**config.mk**
```make
export PLATFORM = sky130hd
export DESIGN_NAME = cga_vram_arbiter
export DESIGN_NICKNAME = d
export VERILOG_FILES = /design/src/rtl/cga_vram_arbiter_pkg.sv /design/src/rtl/cga_vram_post_buf.sv /design/src/rtl/cga_vram_arbiter.sv
export SDC_FILE = /design/constraint.sdc
export NUM_CORES = 1
export LEC_CHECK = 0
export BUFFER_PORTS_ARGS = -buffer_cell sky130_fd_sc_hd__buf_4
export CAP_MARGIN = 25
export CORE_ASPECT_RATIO = 0.6
export CORE_MARGIN = 1.5
export CORE_UTILIZATION = 47
export CTS_CLUSTER_DIAMETER = 120
export DETAILED_ROUTE_END_ITERATION = 8
export PLACE_DENSITY = 0.93
export SLEW_MARGIN = 20
export SYNTH_ARGS = -nofsm -noshare
export SYNTH_HDL_FRONTEND = slang
export SYNTH_HIERARCHICAL = 1
export SYNTH_SLANG_ARGS = --single-unit
```
**constraint.sdc**
```tcl
create_clock -name clk -period 4.6 [get_ports clk]
set_input_delay 0.46 -clock clk [delete_from_list [all_inputs] [get_ports clk]]
set_output_delay 0.46 -clock clk [all_outputs]
set_load 0.05 [all_outputs]
```
**src/rtl/cga_vram_arbiter_pkg.sv**
```systemverilog
// Shared definitions for the CGA VRAM arbiter: FSM state encoding and default address width.
package cga_vram_arbiter_pkg;

    localparam int ADDR_W_DEF = 15;

    typedef enum logic [2:0] {
        ST_IDLE   = 3'd0,
        ST_SETUP  = 3'd1,
        ST_STROBE = 3'd2,
        ST_HOLD   = 3'd3,
        ST_DONE   = 3'd4
    } arb_state_e;

    // True while an ISA transaction is driving the SRAM control sequence.
    function automatic logic in_xfer(input arb_state_e st);
        return (st == ST_SETUP) || (st == ST_STROBE) || (st == ST_HOLD);
    endfunction

endpackage

```
**src/rtl/cga_vram_post_buf.sv**
```systemverilog
// One-entry posted-write buffer (address, data, valid) used when ISA_WRITE_POST_EN is defined.
`ifdef ISA_WRITE_POST_EN
module cga_vram_post_buf #(
    parameter int ADDR_W = 15
) (
    input  logic              clk,
    input  logic              reset_n,
    input  logic              load,
    input  logic              clear,
    input  logic [ADDR_W-1:0] addr_in,
    input  logic [7:0]        data_in,
    output logic              valid,
    output logic [ADDR_W-1:0] addr,
    output logic [7:0]        data
);

    logic              valid_r;
    logic [ADDR_W-1:0] addr_r;
    logic [7:0]        data_r;

    // Buffer entry; load and clear are never requested in the same cycle.
    always_ff @(posedge clk or negedge reset_n) begin
        if (!reset_n) begin
            valid_r <= 1'b0;
            addr_r  <= {ADDR_W{1'b0}};
            data_r  <= 8'h00;
        end else if (load) begin
            valid_r <= 1'b1;
            addr_r  <= addr_in;
            data_r  <= data_in;
        end else if (clear) begin
            valid_r <= 1'b0;
        end
    end

    assign valid = valid_r;
    assign addr  = addr_r;
    assign data  = data_r;

endmodule
`endif

```
**src/rtl/cga_vram_arbiter.sv**
```systemverilog
// Shares the single 8-bit VRAM SRAM between CRTC display fetch and ISA CPU accesses.
// Define ISA_WRITE_POST_EN to post ISA writes through a one-entry buffer.
module cga_vram_arbiter
    import cga_vram_arbiter_pkg::*;
#(
    parameter int ADDR_W = ADDR_W_DEF
) (
    input  logic              clk,
    input  logic              reset_n,
    input  logic              vram_read,
    input  logic              vram_read_a0,
    input  logic              isa_op_enable,
    input  logic [ADDR_W-2:0] disp_addr,
    input  logic              isa_req,
    input  logic              isa_we,
    input  logic [ADDR_W-1:0] isa_addr,
    input  logic [7:0]        isa_wdata,
    output logic              isa_ack,
    output logic [7:0]        isa_rdata,
    output logic [ADDR_W-1:0] ram_a,
    output logic              ram_oe_l,
    output logic              ram_we_l,
    output logic [7:0]        ram_d_out,
    output logic              ram_d_oe,
    input  logic [7:0]        ram_d_in,
    output logic              arb_busy,
    output logic              arb_collision
);

    arb_state_e        state_r;
    arb_state_e        state_s;
    logic              start_s;
    logic              slot_free_s;
    logic [ADDR_W-1:0] addr_q_r;
    logic              we_q_r;
    logic [7:0]        wdata_q_r;
    logic [7:0]        rdata_r;
    logic              collision_r;

    assign slot_free_s = isa_op_enable & ~vram_read;

`ifdef ISA_WRITE_POST_EN
    logic              drain_s;
    logic              post_load_s;
    logic              drain_r;
    logic              buf_valid_s;
    logic [ADDR_W-1:0] buf_addr_s;
    logic [7:0]        buf_data_s;

    cga_vram_post_buf #(
        .ADDR_W (ADDR_W)
    ) u_post_buf (
        .clk     (clk),
        .reset_n (reset_n),
        .load    (post_load_s),
        .clear   (drain_s),
        .addr_in (isa_addr),
        .data_in (isa_wdata),
        .valid   (buf_valid_s),
        .addr    (buf_addr_s),
        .data    (buf_data_s)
    );
`endif

    // Next-state logic; a pending posted write drains before any other request is served.
    always_comb begin
        state_s = state_r;
        start_s = 1'b0;
`ifdef ISA_WRITE_POST_EN
        drain_s     = 1'b0;
        post_load_s = 1'b0;
`endif
        case (state_r)
            ST_IDLE: begin
`ifdef ISA_WRITE_POST_EN
                if (buf_valid_s) begin
                    if (slot_free_s) begin
                        drain_s = 1'b1;
                        state_s = ST_SETUP;
                    end else begin
                        state_s = ST_IDLE;
                    end
                end else if (isa_req && isa_we) begin
                    post_load_s = 1'b1;
                    state_s     = ST_DONE;
                end else if (isa_req && slot_free_s) begin
                    start_s = 1'b1;
                    state_s = ST_SETUP;
                end else begin
                    state_s = ST_IDLE;
                end
`else
                if (isa_req && slot_free_s) begin
                    start_s = 1'b1;
                    state_s = ST_SETUP;
                end else begin
                    state_s = ST_IDLE;
                end
`endif
            end
            ST_SETUP:  state_s = ST_STROBE;
            ST_STROBE: state_s = ST_HOLD;
            ST_HOLD: begin
`ifdef ISA_WRITE_POST_EN
                // A drained posted write was already acknowledged when it was buffered.
                if (drain_r) begin
                    state_s = ST_IDLE;
                end else begin
                    state_s = ST_DONE;
                end
`else
                state_s = ST_DONE;
`endif
            end
            ST_DONE: begin
                if (isa_req) begin
                    state_s = ST_DONE;
                end else begin
                    state_s = ST_IDLE;
                end
            end
            default: state_s = ST_IDLE;
        endcase
    end

    // State register, transaction latches, read capture and collision flag.
    always_ff @(posedge clk or negedge reset_n) begin
        if (!reset_n) begin
            state_r     <= ST_IDLE;
            addr_q_r    <= {ADDR_W{1'b0}};
            we_q_r      <= 1'b0;
            wdata_q_r   <= 8'h00;
            rdata_r     <= 8'h00;
            collision_r <= 1'b0;
`ifdef ISA_WRITE_POST_EN
            drain_r     <= 1'b0;
`endif
        end else begin
            state_r     <= state_s;
            collision_r <= vram_read & in_xfer(state_r);
            if (start_s) begin
                addr_q_r  <= isa_addr;
                we_q_r    <= isa_we;
                wdata_q_r <= isa_wdata;
            end
`ifdef ISA_WRITE_POST_EN
            if (drain_s) begin
                addr_q_r  <= buf_addr_s;
                we_q_r    <= 1'b1;
                wdata_q_r <= buf_data_s;
            end
            if (start_s || drain_s) begin
                drain_r <= drain_s;
            end
`endif
            if ((state_r == ST_STROBE) && !we_q_r) begin
                rdata_r <= ram_d_in;
            end
        end
    end

    // Display fetch always wins the address bus and suppresses any ISA write strobe.
    assign ram_a     = vram_read ? {disp_addr, vram_read_a0} : addr_q_r;
    assign ram_oe_l  = ~(vram_read | ((state_r == ST_STROBE) & ~we_q_r));
    assign ram_we_l  = ~((state_r == ST_STROBE) & we_q_r & ~vram_read);
    assign ram_d_oe  = we_q_r & in_xfer(state_r) & ~vram_read;
    assign ram_d_out = wdata_q_r;

    assign isa_ack       = (state_r == ST_DONE);
    assign isa_rdata     = rdata_r;
    assign arb_collision = collision_r;
`ifdef ISA_WRITE_POST_EN
    assign arb_busy = (state_r != ST_IDLE) || buf_valid_s;
`else
    assign arb_busy = (state_r != ST_IDLE);
`endif

endmodule

```
==> results of run 1 <==
==> worst max path at each step <==
stage                                          to  slack (ns)  depth (start not counted)
after floorplan                          ram_d_oe        2.64                          4
after global placement    addr_q_r[3]$_DFFE_PN0P_        2.81                          4
after detailed placement                 ram_oe_l        2.76                          3
after CTS                                ram_oe_l        2.43                          3
after global routing                     ram_oe_l        2.31                          3
final                                    ram_oe_l        2.47                          3
==> flip-flops by register name (all words and copies together), names as in the netlist <==
register / flops
isa_rdata: 8
addr_q_r: 15
arb_collision: 1
state_r: 3
we_q_r: 1
ram_d_out: 8
==> placed cells by master, fill, tap and decap left out, drive strengths merged, types with 2 or more instances in the layout <==
cell type  Yosys  final
mux2          47     47
clkbuf         1      7
nand2          2      2
nor2           5      5
nor3           2      2
buf            5     88
dfrtp         36     36
==> per-layer routing <==
metal	part of all wire (%)	wire, um	GRT usage [%]
met4	1.7	62	10.71
met1	43	1554	24.62
met2	47	1717	33.22
met3	8.1	295	7.290
met5	0	0	0
==> metrics by stage <==
step / total power, mW / setup WS [ns] / cell area, sq um / hold WS (ns) / std cells
2_1_floorplan: 1.305 / 2.638 / 1602 / 0.1644 / 107
3_3_place_gp: 1.574 / 2.813 / 2288 / 0.4279 / 234
3_5_place_dp: 1.607 / 2.757 / 2288 / 0.4394 / 234
4_1_cts: 1.913 / 2.433 / 2415 / 0.1197 / 242
5_1_grt: 1.990 / 2.314 / 2415 / 0.1383 / 242
6_report: 1.898 / 2.470 / 2415 / 0.1120 / 242
==> worst max-delay path: stages, from the launching register on <==
cell,delay [ns]
dfrtp_1,0.48
nor4b_4,0.61
nor2_1,0.08
buf_4,0.21
==> power by group through the flow <==
| stage | registers, mW | logic [mW] | clock network (mW) |
|---|---|---|---|
| 6_report | 0.587 | 1.01 | 0.300 |
| 5_1_grt | 0.612 | 1.06 | 0.322 |
| 4_1_cts | 0.588 | 1.02 | 0.307 |
| 3_5_place_dp | 0.591 | 1.02 | 0 |
| 3_3_place_gp | 0.578 | 0.996 | 0 |
| 2_1_floorplan | 0.813 | 0.492 | 0 |
==> synthesized netlist by cell type, drive strengths merged <==
| cell type | number |
|---|---|
| inv | 1 |
| buf | 5 |
| nor2 | 5 |
| xnor2 | 1 |
| clkbuf | 1 |
| o2bb2ai | 1 |
| a31oi | 1 |
| or3 | 1 |
| dfrtp | 36 |
| mux2 | 47 |
| and2 | 1 |
| nor3 | 2 |
| nor4b | 1 |
| nand4 | 1 |
| nand2 | 2 |
| nand4b | 1 |
==> kinds of logic after synthesis <==
logic type,Yosys count
AO/OA/AOI/OAI,2
XOR/XNOR,1
buffers and inverters,7
flip-flops,36
multiplexers,47
AND/OR/NAND/NOR,14
==> final cells by class <==
type,instances,area share [%]
Sequential cell,36,37.31
Multi-Input combinational cell,64,27.62
Timing Repair Buffer,88,27.36
Clock buffer,7,3.990
Tap cell,45,2.332
Clock inverter,1,1.244
Inverter,1,0.1554
==> results.sh, run 1 <==
export IMPL_rr_endpoint="addr_q_r[3]$_DFFE_PN0P_"
export IMPL_cts_buffers=5
export IMPL_ys_seq_elements=36
export IMPL_root_buffer="clkbuf_8"
export IMPL_crit_type="reg -> out"
export IMPL_grt_pass1_wl_um=5354
export IMPL_start_util_pct=49.08
export IMPL_cap_violations=0
export IMPL_insertion_delay_ns=0.29
export IMPL_drive_above_1_share_pct=74.62
export IMPL_synthDistinctLibCells=19
export IMPL_r2r_slack_ns=2.91
export IMPL_via_count=1213
export IMPL_num_rows=16
export IMPL_drt_wl_total_um=3630
export IMPL_wl_per_cell_um=15.00
export IMPL_cts_setup_buffers=0
export IMPL_ctsHoldBuffers=0
export IMPL_viasPerCell=5.012
export IMPL_syn_num_nets=159
export IMPL_status="completed"
export IMPL_synth_cells=107
export IMPL_gp_congestion=0.7310
export IMPL_cp_end_kind="primary output"
export IMPL_synthMuxAreaShare_pct=33.05
export IMPL_min_period_ns=2.130
export IMPL_h_tree_depth=2
export IMPL_relSlewSlack_pct=60.85
export IMPL_antenna_cells=0
export IMPL_p_sw_share_pct=44.79
export IMPL_yosysTopAreaCellShare_pct=56.25
export IMPL_yosysSeqAreaShare_pct=56.25
export IMPL_pin_count=89
export IMPL_cts_clk_slew_worst_paths_ns=0.07
export IMPL_cts_resized=0
export IMPL_ant_nets=0
export IMPL_cts_tree="built"
export IMPL_min_period_over_period_pct=46.30
export IMPL_fillers=208
export IMPL_synth_compound_area_share_pct=0.9375
export IMPL_worstRegToRegCells=3
export IMPL_avgSynthCellArea_sq_um=14.97
export IMPL_grtUsageTotal_pct=20.22
export IMPL_power_density_nw_per_um2=786.2
export IMPL_synth_fa_ha_area_share_pct=0
export IMPL_core_area_sq_um=3263
export IMPL_min_path_type="in -> async"
export IMPL_tns_ns=0
export IMPL_p_sw_uw=850.3
export IMPL_clock_sinks=36
export IMPL_drv_slew=0
export IMPL_dr_pass1_iters=4
export IMPL_die_w_um=78.36
export IMPL_area_growth_synth_to_final_pct=50.78
export IMPL_dp_hpwl_um=2756
export IMPL_synth_top_family_by_area="multiplexers"
export IMPL_worstMarginPinSlew_ns=0.5847
export IMPL_finalSetupViolations=0
export IMPL_port_buffers=88
export IMPL_grt_ovfl_total=0
export IMPL_postLayoutCoreUtil_pct=74.00
export IMPL_p_int_mw=1.048
export IMPL_crit_fanout=9
export IMPL_max_vdd_ir_drop_mv=0.5041
export IMPL_grt_max_degree=37
export IMPL_pwr_share_seq_pct=30.9
export IMPL_seq_area_sq_um=900.9
export IMPL_synthesis_area_sq_um=1602
export IMPL_synth_top_area_cell="dfrtp_1"
export IMPL_multiInputGateArea_sq_um=666.9
export IMPL_antenna_found_initial=0
export IMPL_total_leakage_power_nw=1.173
export IMPL_drc=0
export IMPL_clkPwrFrac_pct=15.8
export IMPL_cp_arrival_ns=1.67
export IMPL_synthSimpleGateAreaFrac_pct=7.109
export IMPL_worstPathRequired_ns=4.14
export IMPL_critPathLaunchType="register"
export IMPL_cts_path_max_buffers=2
export IMPL_finalHoldViolations=0
export IMPL_synth_area_leaders="dfrtp_1, mux2_2, buf_2"
export IMPL_first_iter_violations=29
export IMPL_worstReg2RegStart="state_r[2]$_DFF_PN0_"
export IMPL_ys_warnings_count=6
export IMPL_fmax_ghz=0.4695
export IMPL_die_area_sq_um=3778
export IMPL_rsz0062_at_grt="false"
export IMPL_p_comb_share_pct=53.3
export IMPL_synth_xor_area_share_pct=0.5469
export IMPL_grt_pass1_vias=1134
export IMPL_cp_startpoint="state_r[2]$_DFF_PN0_"
export IMPL_die_h_um=48.22
export IMPL_nets=248
export IMPL_skew_ns=0.003864
(Power assumes the default switching activity.)
==> inputs of run 2 (changes only) <==
--- a/config.mk
+++ b/config.mk
@@ -5,14 +5,15 @@
 export SDC_FILE = /design/constraint.sdc
 export NUM_CORES = 1
 export LEC_CHECK = 0
+export ABC_AREA = 1
 export BUFFER_PORTS_ARGS = -buffer_cell sky130_fd_sc_hd__buf_4
 export CAP_MARGIN = 25
 export CORE_ASPECT_RATIO = 0.6
 export CORE_MARGIN = 1.5
-export CORE_UTILIZATION = 47
+export CORE_UTILIZATION = 40
 export CTS_CLUSTER_DIAMETER = 120
 export DETAILED_ROUTE_END_ITERATION = 8
-export PLACE_DENSITY = 0.93
+export PLACE_DENSITY = 0.84
 export SLEW_MARGIN = 20
 export SYNTH_ARGS = -nofsm -noshare
 export SYNTH_HDL_FRONTEND = slang
==> constraint.sdc (replaced) <==
create_clock -name clk -period 1.8 [get_ports clk]
set_input_delay 0.18 -clock clk [delete_from_list [all_inputs] [get_ports clk]]
set_output_delay 0.18 -clock clk [all_outputs]
set_load 0.05 [all_outputs]
==> results.sh, run 2 <==
export IMPL_nets=358
export IMPL_cp_end_kind="primary output"
export IMPL_pin_count=89
export IMPL_grt_ovfl_total=0
export IMPL_synth_area_leaders="dfrtp_1, nand2_1, buf_6"
export IMPL_die_area_sq_um=4631
export IMPL_synthDistinctLibCells=19
export IMPL_finalNonFillerCells=367
export IMPL_gp_congestion=0.7824
export IMPL_cp_common_cell="nand2_1"
export IMPL_crit_type="reg -> out"
export IMPL_seq_area_sq_um=900.9
export IMPL_yosysSeqAreaShare_pct=53.37
export IMPL_num_rows=18
export IMPL_grt_pass1_vias=1452
export IMPL_start_util_pct=41.41
export IMPL_status="completed"
export IMPL_yosysTopAreaCellShare_pct=53.37
export IMPL_finalHoldViolations=0
export IMPL_drc=0
export IMPL_min_path_type="in -> reg"
export IMPL_relSlewSlack_pct=70.54
export IMPL_synth_async_reset_ratio_pct=100.0
export IMPL_layout_commonest_cell="nand2_1"
export IMPL_avgSynthCellArea_sq_um=7.851
export IMPL_max_vdd_ir_drop_mv=1.140
export IMPL_grt_pass1_wl_um=6299
export IMPL_ant_nets=0
export IMPL_clock_sinks=36
export IMPL_min_period_over_period_pct=86.10
export IMPL_ys_seq_elements=36
export IMPL_drive_above_1_share_pct=35.50
export IMPL_min_period_ns=1.550
export IMPL_wl_per_cell_um=11.01
export IMPL_first_iter_violations=93
export IMPL_via_count=1602
export IMPL_root_buffer="clkbuf_8"
export IMPL_cts_clk_slew_worst_paths_ns=0.07
export IMPL_die_h_um=53.32
export IMPL_viasPerCell=4.365
export IMPL_crit_fanout=4
export IMPL_cp_arrival_ns=1.37
export IMPL_cts_buffers=5
export IMPL_core_area_sq_um=4076
export IMPL_syn_num_nets=267
export IMPL_antenna_cells=0
export IMPL_final_cell_mix="nand2_1, buf_4, dfrtp_1, inv_1, o21ai_1"
export IMPL_critPathLaunchType="register"
export IMPL_worstPathRequired_ns=1.62
export IMPL_cap_violations=0
export IMPL_finalSetupViolations=0
export IMPL_insertion_delay_ns=0.28
export IMPL_postLayoutCoreUtil_pct=61.11
export IMPL_port_buffers=88
export IMPL_power_density_nw_per_um2=1849
export IMPL_ys_flop_type="dfrtp_1"
export IMPL_rsz0062_at_grt="false"
export IMPL_dr_pass1_iters=4
export IMPL_antenna_found_initial=0
export IMPL_die_w_um=86.86
export IMPL_dp_cells=358
export IMPL_cts_path_max_buffers=2
export IMPL_total_leakage_power_nw=1.458
export IMPL_dp_hpwl_um=3022
export IMPL_synth_cells=215
export IMPL_cts_tree="built"
export IMPL_synthesis_area_sq_um=1688
export IMPL_h_tree_depth=2
export IMPL_fmax_ghz=0.6452
export IMPL_ys_warnings_count=6
export IMPL_grt_max_degree=37
export IMPL_grtUsageTotal_pct=17.98
export IMPL_drt_wl_total_um=4042
export IMPL_slowest_delay_ns=0.40
export IMPL_drv_slew=0
export IMPL_fillers=366
export IMPL_crit_chain="inv_1 > nand2_1 > nand2_1 > nor3_2 > buf_4"
export IMPL_regMostFlops="addr_q_r"
export IMPL_synthTopCellsByCount="nand2_1, dfrtp_1, inv_1"
export IMPL_largest_reg_flops=15
export IMPL_critPathSlowestCell="dfrtp_1"
export IMPL_worstMarginPinSlew_ns=0.4418
export IMPL_multiInputGateArea_sq_um=648.1
export IMPL_synth_edf_count=0
export IMPL_area_growth_synth_to_final_pct=47.59
export IMPL_skew_ns=0.005036
export IMPL_tns_ns=0
export IMPL_yosys_cell_count_top_type="nand2_1"
export IMPL_cts_setup_buffers=0
export IMPL_synth_top_area_cell="dfrtp_1"
-- run 2: repair_timing --
action                                 CTS  global route
gates resized for setup                  0             0
hold buffers                             1             0
endpoints found under the hold margin   36             0
-- run 2: through the flow --
step                power (mW)  setup WS, ns  hold slack, ns  cell area [sq um]
global placement         3.878        0.6021          0.1532               2374
detailed placement       3.949        0.5231          0.1595               2374
CTS                      4.646        0.2409         0.08455               2491
global route             4.897        0.1561         0.08533               2491
floorplan                3.166        0.3224         -0.1156               1693
finish                   4.606        0.2502         0.09042               2491
-- run 2: worst max-delay path: cells and delay by family, from the launching register on --
family | cells | cell delay, ns
DFF | 1 | 0.40
and+or+nand+nor | 3 | 0.37
buffers and inverters | 2 | 0.31
-- run 2: final timing paths --
check	start	endpoint	slack, ns	cells past startpoint
hold / removal	isa_wdata[7]	ram_d_out[7]$_DFFE_PN0P_	0.09	3
setup reg to reg	state_r[1]$_DFF_PN0_	addr_q_r[14]$_DFFE_PN0P_	0.51	6
max in group asynchronous	reset_n	addr_q_r[6]$_DFFE_PN0P_	1.08	2
min in group asynchronous	reset_n	isa_rdata[0]$_DFFE_PN0P_	0.39	2
hold reg to reg	addr_q_r[6]$_DFFE_PN0P_	addr_q_r[6]$_DFFE_PN0P_	0.47	2
setup / recovery	state_r[1]$_DFF_PN0_	ram_d_oe	0.25	5
-- run 2: area by class of cell --
cell class,count,share of cell area [%]
Sequential cell,36,36.16
Timing Repair Buffer,93,28.13
Multi-Input combinational cell,155,26.02
Tap cell,60,3.014
Clock buffer,6,2.913
Inverter,15,2.361
Clock inverter,2,1.406
-- run 2: cell families (layout without fill, tap and decap cells) --
kind of cell	count (synthesis)	in the layout	synth area share [%]
DFF	36	36	53.37
AOI/OAI and AO/OA	9	9	2.668
buffers and inverters	24	116	8.524
and+or+nand+nor	146	146	35.43
-- run 2: routing by layer --
metal | vias up | wire length, um | global-route usage [%] | share of wire (%)
met5 | - | 0 | 0 | 0
met4 | 0 | 38 | 6.989 | 0.94
met3 | 7 | 336 | 5.616 | 8.3
met2 | 59 | 1806 | 30.23 | 45
met1 | 714 | 1860 | 21.82 | 46
li1 | 822 | - | - | -
-- run 2: power by group --
| part | internal, mW | switching, mW | total [mW] | leakage [nW] |
|---|---|---|---|---|
| sequential | 1.21 | 0.238 | 1.45 | 0.450 |
| combinational | 0.749 | 1.73 | 2.47 | 0.953 |
| clock | 0.411 | 0.273 | 0.684 | 0.0552 |
| total | 2.37 | 2.24 | 4.61 | 1.46 |
==> inputs of run 3 (changes only) <==
--- a/config.mk
+++ b/config.mk
@@ -10,10 +10,11 @@
 export CAP_MARGIN = 25
 export CORE_ASPECT_RATIO = 0.6
 export CORE_MARGIN = 1.5
-export CORE_UTILIZATION = 40
+export CORE_UTILIZATION = 42
+export CTS_BUF_LIST = sky130_fd_sc_hd__clkbuf_8
 export CTS_CLUSTER_DIAMETER = 120
 export DETAILED_ROUTE_END_ITERATION = 8
-export PLACE_DENSITY = 0.84
+export PLACE_DENSITY = 0.87
 export SLEW_MARGIN = 20
 export SYNTH_ARGS = -nofsm -noshare
 export SYNTH_HDL_FRONTEND = slang
==> results.sh, run 3 (synthesized netlist as in run 2, its figures left out) <==
export IMPL_pre_cts_ws_ns=0.3186
export IMPL_rsz0062_at_grt="false"
export IMPL_nets=355
export IMPL_cp_top_family="flip-flops"
export IMPL_largest_reg_flops=15
export IMPL_cp_end_kind="primary output"
export IMPL_viasPerCell=4.615
export IMPL_critPathSlowestCell="dfrtp_1"
export IMPL_relSlewSlack_pct=63.35
export IMPL_grt_pass1_vias=1522
export IMPL_wl_per_cell_um=11.44
export IMPL_h_tree_depth=2
export IMPL_crit_fanout=4
export IMPL_drc=7
export IMPL_cp_common_cell="nand2_1"
export IMPL_grtUsageTotal_pct=19.75
export IMPL_worst_path_buf_inv=2
export IMPL_gp_congestion=0.7435
export IMPL_slowest_delay_ns=0.40
export IMPL_first_iter_violations=88
export IMPL_grt_pass1_wl_um=6630
export IMPL_antenna_cells=0
export IMPL_multiInputGateArea_sq_um=648.1
export IMPL_drt_wl_total_um=3980
export IMPL_violations="design-rule violations"
export IMPL_die_area_sq_um=4421
export IMPL_cts_buffers=5
export IMPL_skew_ns=0.003954
export IMPL_grt_ovfl_total=0
export IMPL_seq_area_sq_um=900.9
export IMPL_power_density_nw_per_um2=1818
export IMPL_num_rows=17
export IMPL_pin_count=89
export IMPL_grt_max_degree=37
export IMPL_crit_chain="inv_1 > nand2_1 > nand2_1 > nor3_2 > buf_4"
export IMPL_cp_arrival_ns=1.31
export IMPL_die_w_um=84.84
export IMPL_postLayoutCoreUtil_pct=64.11
export IMPL_total_leakage_power_nw=1.423
export IMPL_port_buffers=88
export IMPL_finalPower_mw=4.388
export IMPL_critPathLaunchType="register"
export IMPL_root_buffer="clkbuf_8"
export IMPL_cap_violations=0
export IMPL_layout_commonest_cell="nand2_1"
export IMPL_worstPathRequired_ns=1.62
export IMPL_start_util_pct=44.83
export IMPL_crit_type="reg -> out"
export IMPL_core_area_sq_um=3765
export IMPL_fmax_ghz=0.6689
export IMPL_r2r_slack_ns=0.39
export IMPL_dp_hpwl_um=2889
export IMPL_min_path_type="in -> reg"
export IMPL_drv_slew=0
export IMPL_finalSetupViolations=0
export IMPL_cts_path_max_buffers=2
export IMPL_regMostFlops="addr_q_r"
export IMPL_final_cell_mix="nand2_1, buf_4, dfrtp_1, inv_1, o21ai_1"
export IMPL_ant_nets=0
export IMPL_min_period_ns=1.495
export IMPL_cts_clk_slew_worst_paths_ns=0.06
export IMPL_antenna_found_initial=0
export IMPL_cts_tree="built"
export IMPL_fin_ws_ns=0.3051
export IMPL_clock_sinks=36
export IMPL_insertion_delay_ns=0.27
export IMPL_worstMarginPinSlew_ns=0.5484
export IMPL_status="finished with violations"
export IMPL_via_count=1606
export IMPL_die_h_um=52.11
export IMPL_max_vdd_ir_drop_mv=0.9786
export IMPL_cts_resized=0
export IMPL_dr_pass1_iters=6
export IMPL_area_growth_synth_to_final_pct=42.99
export IMPL_min_period_over_period_pct=83.05
export IMPL_finalHoldViolations=0
export IMPL_fillers=339
export IMPL_drive_above_1_share_pct=34.55
export IMPL_cts_setup_buffers=0
export IMPL_tns_ns=0
## run 3: repair_timing
item | in CTS | in global routing
setup endpoints to repair | 0 | 0
endpoints found under the hold margin | 36 | 0
hold buffers | 1 | 0
## run 3: cell type report
type	count	area share [%]
multi-input cells	155	26.85
flip-flops and latches	36	37.33
repair buffers	90	28.10
well taps	47	2.437
inverters	15	2.437
clock buffers	5	2.851
## run 3: power by group
group / internal (mW) / switching, mW
clock: 0.249 / 0.238
combinational: 0.742 / 1.71
sequential: 1.21 / 0.234
## run 3: through the flow
stage | cell area, sq um | hold slack, ns | std cells
3_3_place_gp | 2335 | 0.1614 | 342
3_5_place_dp | 2335 | 0.1599 | 342
6_report | 2414 | 0.1029 | 348
5_1_grt | 2414 | 0.08578 | 348
2_1_floorplan | 1693 | -0.1156 | 215
4_1_cts | 2414 | 0.09132 | 348
## run 3: layer usage
layer,wire length [um],global-route usage [%],vias to the layer above
li1,-,-,813
met1,1843,24.62,726
met2,1754,32.67,65
met3,375,6.825,2
met4,7,6.557,0
met5,0,0,-
## run 3: path summary, 6_finish.rpt
kind / startpoint / endpoint / depth (start not counted)
min in group asynchronous: reset_n / ram_d_out[1]$_DFFE_PN0P_ / 2
max in group asynchronous: reset_n / addr_q_r[8]$_DFFE_PN0P_ / 2
setup reg to reg: state_r[2]$_DFF_PN0_ / ram_d_out[5]$_DFFE_PN0P_ / 5
hold reg to reg: addr_q_r[1]$_DFFE_PN0P_ / addr_q_r[1]$_DFFE_PN0P_ / 2
hold / removal: isa_wdata[4] / ram_d_out[4]$_DFFE_PN0P_ / 3
setup / recovery: state_r[1]$_DFF_PN0_ / ram_d_oe / 5
## run 3: worst min-delay path, delay by kind of cell
family                 cells  cell delay (ns)
and+or+nand+nor            2             0.09
buffers and inverters      1             0.08
